$ cat config.mk
export PLATFORM = sky130hd
export DESIGN_NAME = fpu_writeback_stage
export DESIGN_NICKNAME = d
export VERILOG_FILES = /design/src/rtl/fpu_writeback_stage.sv
export SDC_FILE = /design/constraint.sdc
export NUM_CORES = 1
export LEC_CHECK = 0
export BUFFER_PORTS_ARGS = -buffer_cell sky130_fd_sc_hd__buf_2
export CAP_MARGIN = 20
export CORE_ASPECT_RATIO = 1.2
export CORE_UTILIZATION = 36
export CTS_BUF_LIST = sky130_fd_sc_hd__clkbuf_4 sky130_fd_sc_hd__clkbuf_8
export DETAILED_ROUTE_END_ITERATION = 8
export SLEW_MARGIN = 20
export SYNTH_ARGS = -nofsm -noshare
export SYNTH_HDL_FRONTEND = slang
export SYNTH_SLANG_ARGS = --single-unit
$ cat constraint.sdc
create_clock -name clk -period 2.5 [get_ports clk]
set_input_delay 0.25 -clock clk [delete_from_list [all_inputs] [get_ports clk]]
set_output_delay 0.25 -clock clk [all_outputs]
set_load 0.02 [all_outputs]
$ cat src/rtl/fpu_writeback_stage.sv
// Registered writeback stage after the FP ALU: 2-entry result FIFO, sticky flags, compare bit.
// Optional masked-exception trap is built when FPU_WB_TRAP_EN is defined.
module fpu_writeback_stage #(
    parameter int DEPTH = 2
) (
    input  logic        clk,
    input  logic        rst_n,
    input  logic        in_valid,
    output logic        in_ready,
    input  logic [3:0]  in_op,
    input  logic [4:0]  in_rd,
    input  logic [31:0] in_result,
    input  logic [5:0]  in_flags,
    output logic        wb_valid,
    input  logic        wb_ready,
    output logic [4:0]  wb_rd,
    output logic [31:0] wb_data,
    output logic        cond_flag,
    output logic [5:0]  fflags,
    input  logic        flags_clr,
    input  logic [5:0]  trap_mask,
    input  logic        trap_ack,
    output logic        trap,
    output logic [5:0]  trap_cause
);

    localparam logic [3:0] OP_LAST_ARITH = 4'b1000;
    localparam logic [3:0] OP_LW         = 4'b1001;
    localparam logic [3:0] OP_LUI        = 4'b1011;

    logic [1:0]  count;
    logic        wr_ptr;
    logic        rd_ptr;
    logic [4:0]  rd_mem   [2];
    logic [31:0] data_mem [2];

    logic        is_cmp;
    logic        is_enq;
    logic [5:0]  gflags;
    logic        accept;
    logic        push;
    logic        pop;
    logic        trap_hit;
    logic        trap_pending;

    assign is_cmp = (in_op == 4'b0100) || (in_op == 4'b0101) || (in_op == 4'b0110);
    assign is_enq = ((in_op <= OP_LAST_ARITH) && !is_cmp) || (in_op == OP_LW) || (in_op == OP_LUI);
    assign gflags = (in_op <= OP_LAST_ARITH) ? in_flags : 6'b0;

    // in_ready is a function of registered state only, never of in_valid.
    assign in_ready = (count < 2'(DEPTH)) && !trap_pending;
    assign accept   = in_valid && in_ready;
    assign wb_valid = (count != 2'd0);
    assign pop      = wb_valid && wb_ready;
    assign push     = accept && is_enq && !trap_hit;
    assign wb_rd    = rd_mem[rd_ptr];
    assign wb_data  = data_mem[rd_ptr];

    // NOTE: the storage array is reset too, so wb_rd/wb_data read 0 after reset;
    // sequential state uses non-blocking assignments only.
    always_ff @(posedge clk or negedge rst_n) begin
        if (!rst_n) begin
            count       <= 2'd0;
            wr_ptr      <= 1'b0;
            rd_ptr      <= 1'b0;
            rd_mem[0]   <= '0;
            rd_mem[1]   <= '0;
            data_mem[0] <= '0;
            data_mem[1] <= '0;
        end else begin
            if (push) begin
                rd_mem[wr_ptr]   <= in_rd;
                data_mem[wr_ptr] <= in_result;
                wr_ptr           <= ~wr_ptr;
            end
            if (pop) begin
                rd_ptr <= ~rd_ptr;
            end
            case ({push, pop})
                2'b10:   count <= count + 2'd1;
                2'b01:   count <= count - 2'd1;
                default: count <= count;
            endcase
        end
    end

    always_ff @(posedge clk or negedge rst_n) begin
        if (!rst_n) begin
            fflags    <= 6'b0;
            cond_flag <= 1'b0;
        end else begin
            // A clear coinciding with an accept keeps the new op's flags.
            if (flags_clr) begin
                fflags <= accept ? gflags : 6'b0;
            end else if (accept) begin
                fflags <= fflags | gflags;
            end
            if (accept && is_cmp && !trap_hit) begin
                cond_flag <= in_result[0];
            end
        end
    end

`ifdef FPU_WB_TRAP_EN
    logic [5:0] cause_q;

    assign trap_hit   = accept && ((gflags & trap_mask) != 6'b0);
    assign trap       = trap_pending;
    assign trap_cause = cause_q;

    always_ff @(posedge clk or negedge rst_n) begin
        if (!rst_n) begin
            trap_pending <= 1'b0;
            cause_q      <= 6'b0;
        end else if (trap_pending && trap_ack) begin
            trap_pending <= 1'b0;
            cause_q      <= 6'b0;
        end else if (trap_hit) begin
            trap_pending <= 1'b1;
            cause_q      <= gflags & trap_mask;
        end
    end
`else
    logic unused_trap_inputs;

    assign trap_hit           = 1'b0;
    assign trap_pending       = 1'b0;
    assign trap               = 1'b0;
    assign trap_cause         = 6'b0;
    assign unused_trap_inputs = ^{trap_mask, trap_ack};
`endif

endmodule

* Yosys cells after proc, flatten, opt, wreduce, memory -nomap -nowiden *
Index checks and enable logic that the tools add are counted.
Widths: inputs -> output; s select.

storage, ports and cells
  register bits after elaboration = 85
  input bits = 59
  logic and storage cells = 59

cells by class
  add/subtract/negate cells = 2
  magnitude comparators = 5
  eq/ne operators = 7
  mux-type cells = 17
  bitwise logic cells = 5
  reduce and logical (&&, ||, !) cells = 14

operators with widths
  operator             count
  $mux 32              4
  $bwmux 64            1
  $demux 32 s1         1
  $mux 6               4
  $mux 5               4
  $eq 4x3->1 const B   3
  $bwmux 10            1
  $eq 4x4->1 const B   2
  $logic_and 1x1->1    6
  $or 6x6->6           1
  $reduce_bool 2->1    3
  $demux 5 s1          1
  $ge 2x2->1 const B   2
  $le 4x4->1 const B   1
  $logic_or 1x1->1     4
  $not 1->2            2
  $pmux 2 s2           1
  $add 2x1->2 const B  1
  $eq 2x1->1 const B   1
  $eq 2x2->1 const B   1
  $lt 2x1->1 const B   1
  $lt 2x2->1 const B   1
  $not 1->1            2
  $sub 2x1->2 const B  1
  $logic_not 1->1      1

* Logic depth before layout (Yosys ltp) *
  word-level depth = 10
  depth in mapped cells = 6
  mapped depth without buffers = 6

* Worst setup path before layout *
No wires, ideal clock.

  path kind = register -> register
  start point = reg count[1]
  end point = reg data_mem[37] (netlist name)
  setup time = 0.125 ns
  arrival time = 1.685 ns
  data required time = 2.375 ns
  path slack = 0.690 ns
  cell stages (with the launch flop) = 6
  path buffers = 1
  period minus slack after synthesis = 1.810 ns
  cells stage by stage = dfrtp_1 > or3b_1 > o32a_2 > nor2_4 > buf_4 > mux2_2

on the way
  word-level cells in the longest chain between the ends = 3

RTL lines
  what                            RTL line  text
  start: declaration              31        logic [1:0] count;
  start signal: assignment        80        2'b10: count <= count + 2'd1;
  start signal: assignment        81        2'b01: count <= count - 2'd1;
  start signal: assignment        82        default: count <= count;
  $lt 2x2->1                      51        assign in_ready = (count < 2'(DEPTH)) && !trap_pending;
  $logic_and 1x1->1               52        assign accept = in_valid && in_ready;
  $logic_and 1x1->1               55        assign push = accept && is_enq && !trap_hit;
  end signal: indexed assignment  73        data_mem[wr_ptr] <= in_result;
  end: declaration                35        logic [31:0] data_mem [2];

No other way between the ends.
A chain may end at the register's enable or synchronous reset.

* Final worst setup path *
  start point = reg count[1]
  end point = reg data_mem[40] (netlist name)

Same word-level chain as after synthesis.

==> impl_metrics.csv <==
group,metric,value,unit
synthesis,yosys_warnings,0,
clock_network,cts_root_buffer,"clkbuf_8",
synthesis,avgSynthCellArea,15.2,um2
detailed_routing,routed_wl,7.16,mm
sta,worst_pin_slew,575,ps
power_and_ir_drop,power_frac_seq,37.3,%
power_and_ir_drop,p_comb_share,47.4,%
clock_network,cts_tree,"yes",
critical_path,worstReg2RegStart,"count[1]$_DFFE_PN0P_",
run_status,status,"finished, final reports clean",
power_and_ir_drop,leakage,2.28,nW
synthesis,ys_seq_area_share,54.9,%
power_and_ir_drop,powerDensity,1370,nW/um2
sta,slew_violations,0,
detailed_routing,dr.pass1.iters,3,
global_routing,grt_pass1_wl,11.9,mm
synthesis,synthTopCellsByArea,"dfrtp_1 (55%), mux2_2 (24%), mux2_4 (12%)",
detailed_routing,ant_nets,0,
global_routing,grt_overflow,0,
clock_network,postCtsSetupBuffers,0,
critical_path,cp-end-kind,"flip-flop",
clock_network,cts_made_buffers,9,
global_routing,grt_pass1_vias,2486,
die,fp.coreArea,10500,um2
sta,period_minus_slack,1940,ps
critical_path,crit_type,"flip-flop to flip-flop",
sta,clock.fmax,516,MHz
critical_path,arrival,2160,ps
detailed_routing,first_iter_violations,54,
placed_design,dp_hpwl,4.83,mm
worst_hold_path,holdCritStartpoint,"in_flags[2]",
worst_hold_path,worstHoldPathType,"input port to flip-flop",
final_layout,num-nets-final,418,
synthesis,yosysMostFrequentCell,"dfrtp_1",
global_routing,grt.total_usage,13.7,%
die,rows,41,
power_and_ir_drop,switching_share,34.8,%
die,io_pins,112,
detailed_routing,post-route-drc-count,0,
sta,rsz0062_at_grt,"false",
power_and_ir_drop,p_sw,2.23,mW
synthesis,syn-cell-area,3870,um2
sta,holdWs,106,ps
synthesis,ys.flop_type,"dfrtp_1",
synthesis,synth_commonest_cells,"dfrtp_1 (85), mux2_2 (81), mux2_4 (30), buf_4 (10)",
die,start_util,36.8,%
sta,slew_headroom,61.7,%
detailed_routing,viasPerCell,4.68,
clock_network,cts.sinks,85,
final_layout,area_growth_syn_to_layout,20.8,%
detailed_routing,vias,2284,
die,die_w,96.7,um
clock_network,clk_pin_slew_worst_paths,80,ps
placed_design,io_buffers,97,
critical_path,crit_start,"count[1]$_DFFE_PN0P_",
power_and_ir_drop,ir_worst_vdd,0.532,mV
power_and_ir_drop,p_clk_share,15.4,%
critical_path,crit_fanout,20,
final_layout,layout-drive-gt1-share,64.3,%
die,die_y,116,um
clock_network,insertion_delay,340,ps
synthesis,synth_cell_types,27,
sta,finClkSkew,5.02,ps
sta,hold_violations,0,
global_routing,grt_start_max_net_pins,46,
clock_network,clockBufferDepth,2,
synthesis,netlist_instances,255,
synthesis,synth-seq-cells,85,
die,dieArea,11200,um2
detailed_routing,wl_per_cell,14.7,um
global_routing,antenna_found_initial,0,
critical_path,crit_required,2720,ps
clock_network,h-tree-depth,3,
clock_network,cts_repair_resize_count,0,
sta,period_share,77.6,%
placed_design,globalplace.congestion,0.656,
run,max_cap_violations,0,
critical_path,startpoint_type,"flip-flop",
synthesis,synthArstFlopShare,100,%
final_layout,antenna_cells,0,
synthesis,synth_area_leader_cell,"dfrtp_1",
synthesis,synth_edf_count,0,
sta,setup_viol,0,
synthesis,synth.top_cell.area_share,54.9,%
sta,fin_tns_setup,0,ps
power_and_ir_drop,p_int,4.18,mW
-- metrics by stage --
step / worst slack, ps / cells / power (mW) / util [%] / cell area (um2)
after global routing: 477 / 488 / 6.84 / 44.5 / 4680
after floorplan: 690 / 261 / 4.66 / - / 3900
after detailed placement: 565 / 475 / 5.49 / 42.6 / 4480
after CTS: 538 / 488 / 6.52 / 44.5 / 4680
after global placement: 593 / 475 / 5.40 / 42.6 / 4480
final: 561 / 488 / 6.41 / 44.5 / 4680
-- routing by layer --
layer	global-route usage, %	vias to the layer above	share of wire, %
li1	-	1068	-
met1	17.3	1139	45
met2	21.9	69	49
met3	4.28	8	5.5
met4	5.67	0	1.3
met5	0	-	0
-- power groups by stage --
stage                     registers [mW]  clock network, mW  logic [mW]
after CTS                           2.39               1.03        3.09
after global routing                2.48               1.09        3.27
final                               2.39              0.984        3.04
after global placement              2.36                  0        3.04
after floorplan                     2.33                  0        2.33
after detailed placement            2.41                  0        3.08
-- registers in the layout (all words and copies together) (netlist names) --
name,cells
data_mem,64
rd_mem,10
fflags,6
count,2
cond_flag,1
rd_ptr,1
wr_ptr,1
-- cell families (layout without fill, tap and decap cells) --
family / count (synthesis) / count (layout) / share of synthesized area [%]
other cells: 1 / 7 / 0.0968
fa+ha+maj: 1 / 1 / 0.323
buf+inv: 25 / 123 / 4.17
compound gates: 9 / 9 / 1.39
simple gates: 17 / 17 / 2.55
xor+xnor: 5 / 5 / 1.13
mux: 112 / 112 / 35.5
flops: 85 / 85 / 54.9
-- cells in the final DEF (no fill, tap or decap), types with 2 or more instances in the layout --
cell       count
buf_12         2
bufinv_16      2
xnor2_1        4
dfrtp_1       84
nor2_1         2
buf_2         96
conb_1         7
clkbuf_8       9
mux2_4        30
inv_1          7
nand2_1        7
o21ai_0        6
buf_4          5
mux2_2        81
-- area by class of cell --
| class | instances | area [um2] |
|---|---|---|
| inverters | 7 | 26.3 |
| clock inverters | 3 | 65.1 |
| well taps | 129 | 161 |
| repair buffers | 104 | 568 |
| clock buffers | 9 | 124 |
| fillers | 976 | 5830 |
| flip-flops and latches | 85 | 2130 |
| multi-input cells | 151 | 1610 |
-- timing repair --
| item | in CTS | in global routing |
|---|---|---|
| hold buffers | 1 | 0 |
| endpoints found under the hold margin | 44 | 0 |
| setup endpoints to repair | 0 | 0 |
-- worst paths after layout --
check,endpoint,slack [ps],depth (start not counted)
max,data_mem[40]$_DFFE_PN0P_,560,5
min,fflags[2]$_DFFE_PN0P_,110,3
max reg2reg,data_mem[40]$_DFFE_PN0P_,560,5
min reg2reg,data_mem[41]$_DFFE_PN0P_,500,1
max in group asynchronous,rd_mem[9]$_DFFE_PN0P_,1410,3
min in group asynchronous,fflags[2]$_DFFE_PN0P_,440,2
-- critical path, stage by stage (launching register included) --
cell and delay (ps):
dfrtp_1 410, or3b_1 380, o32a_2 240, nor2_4 100, buf_4 310, mux2_2 380
Power figures use the tool's default switching activity.
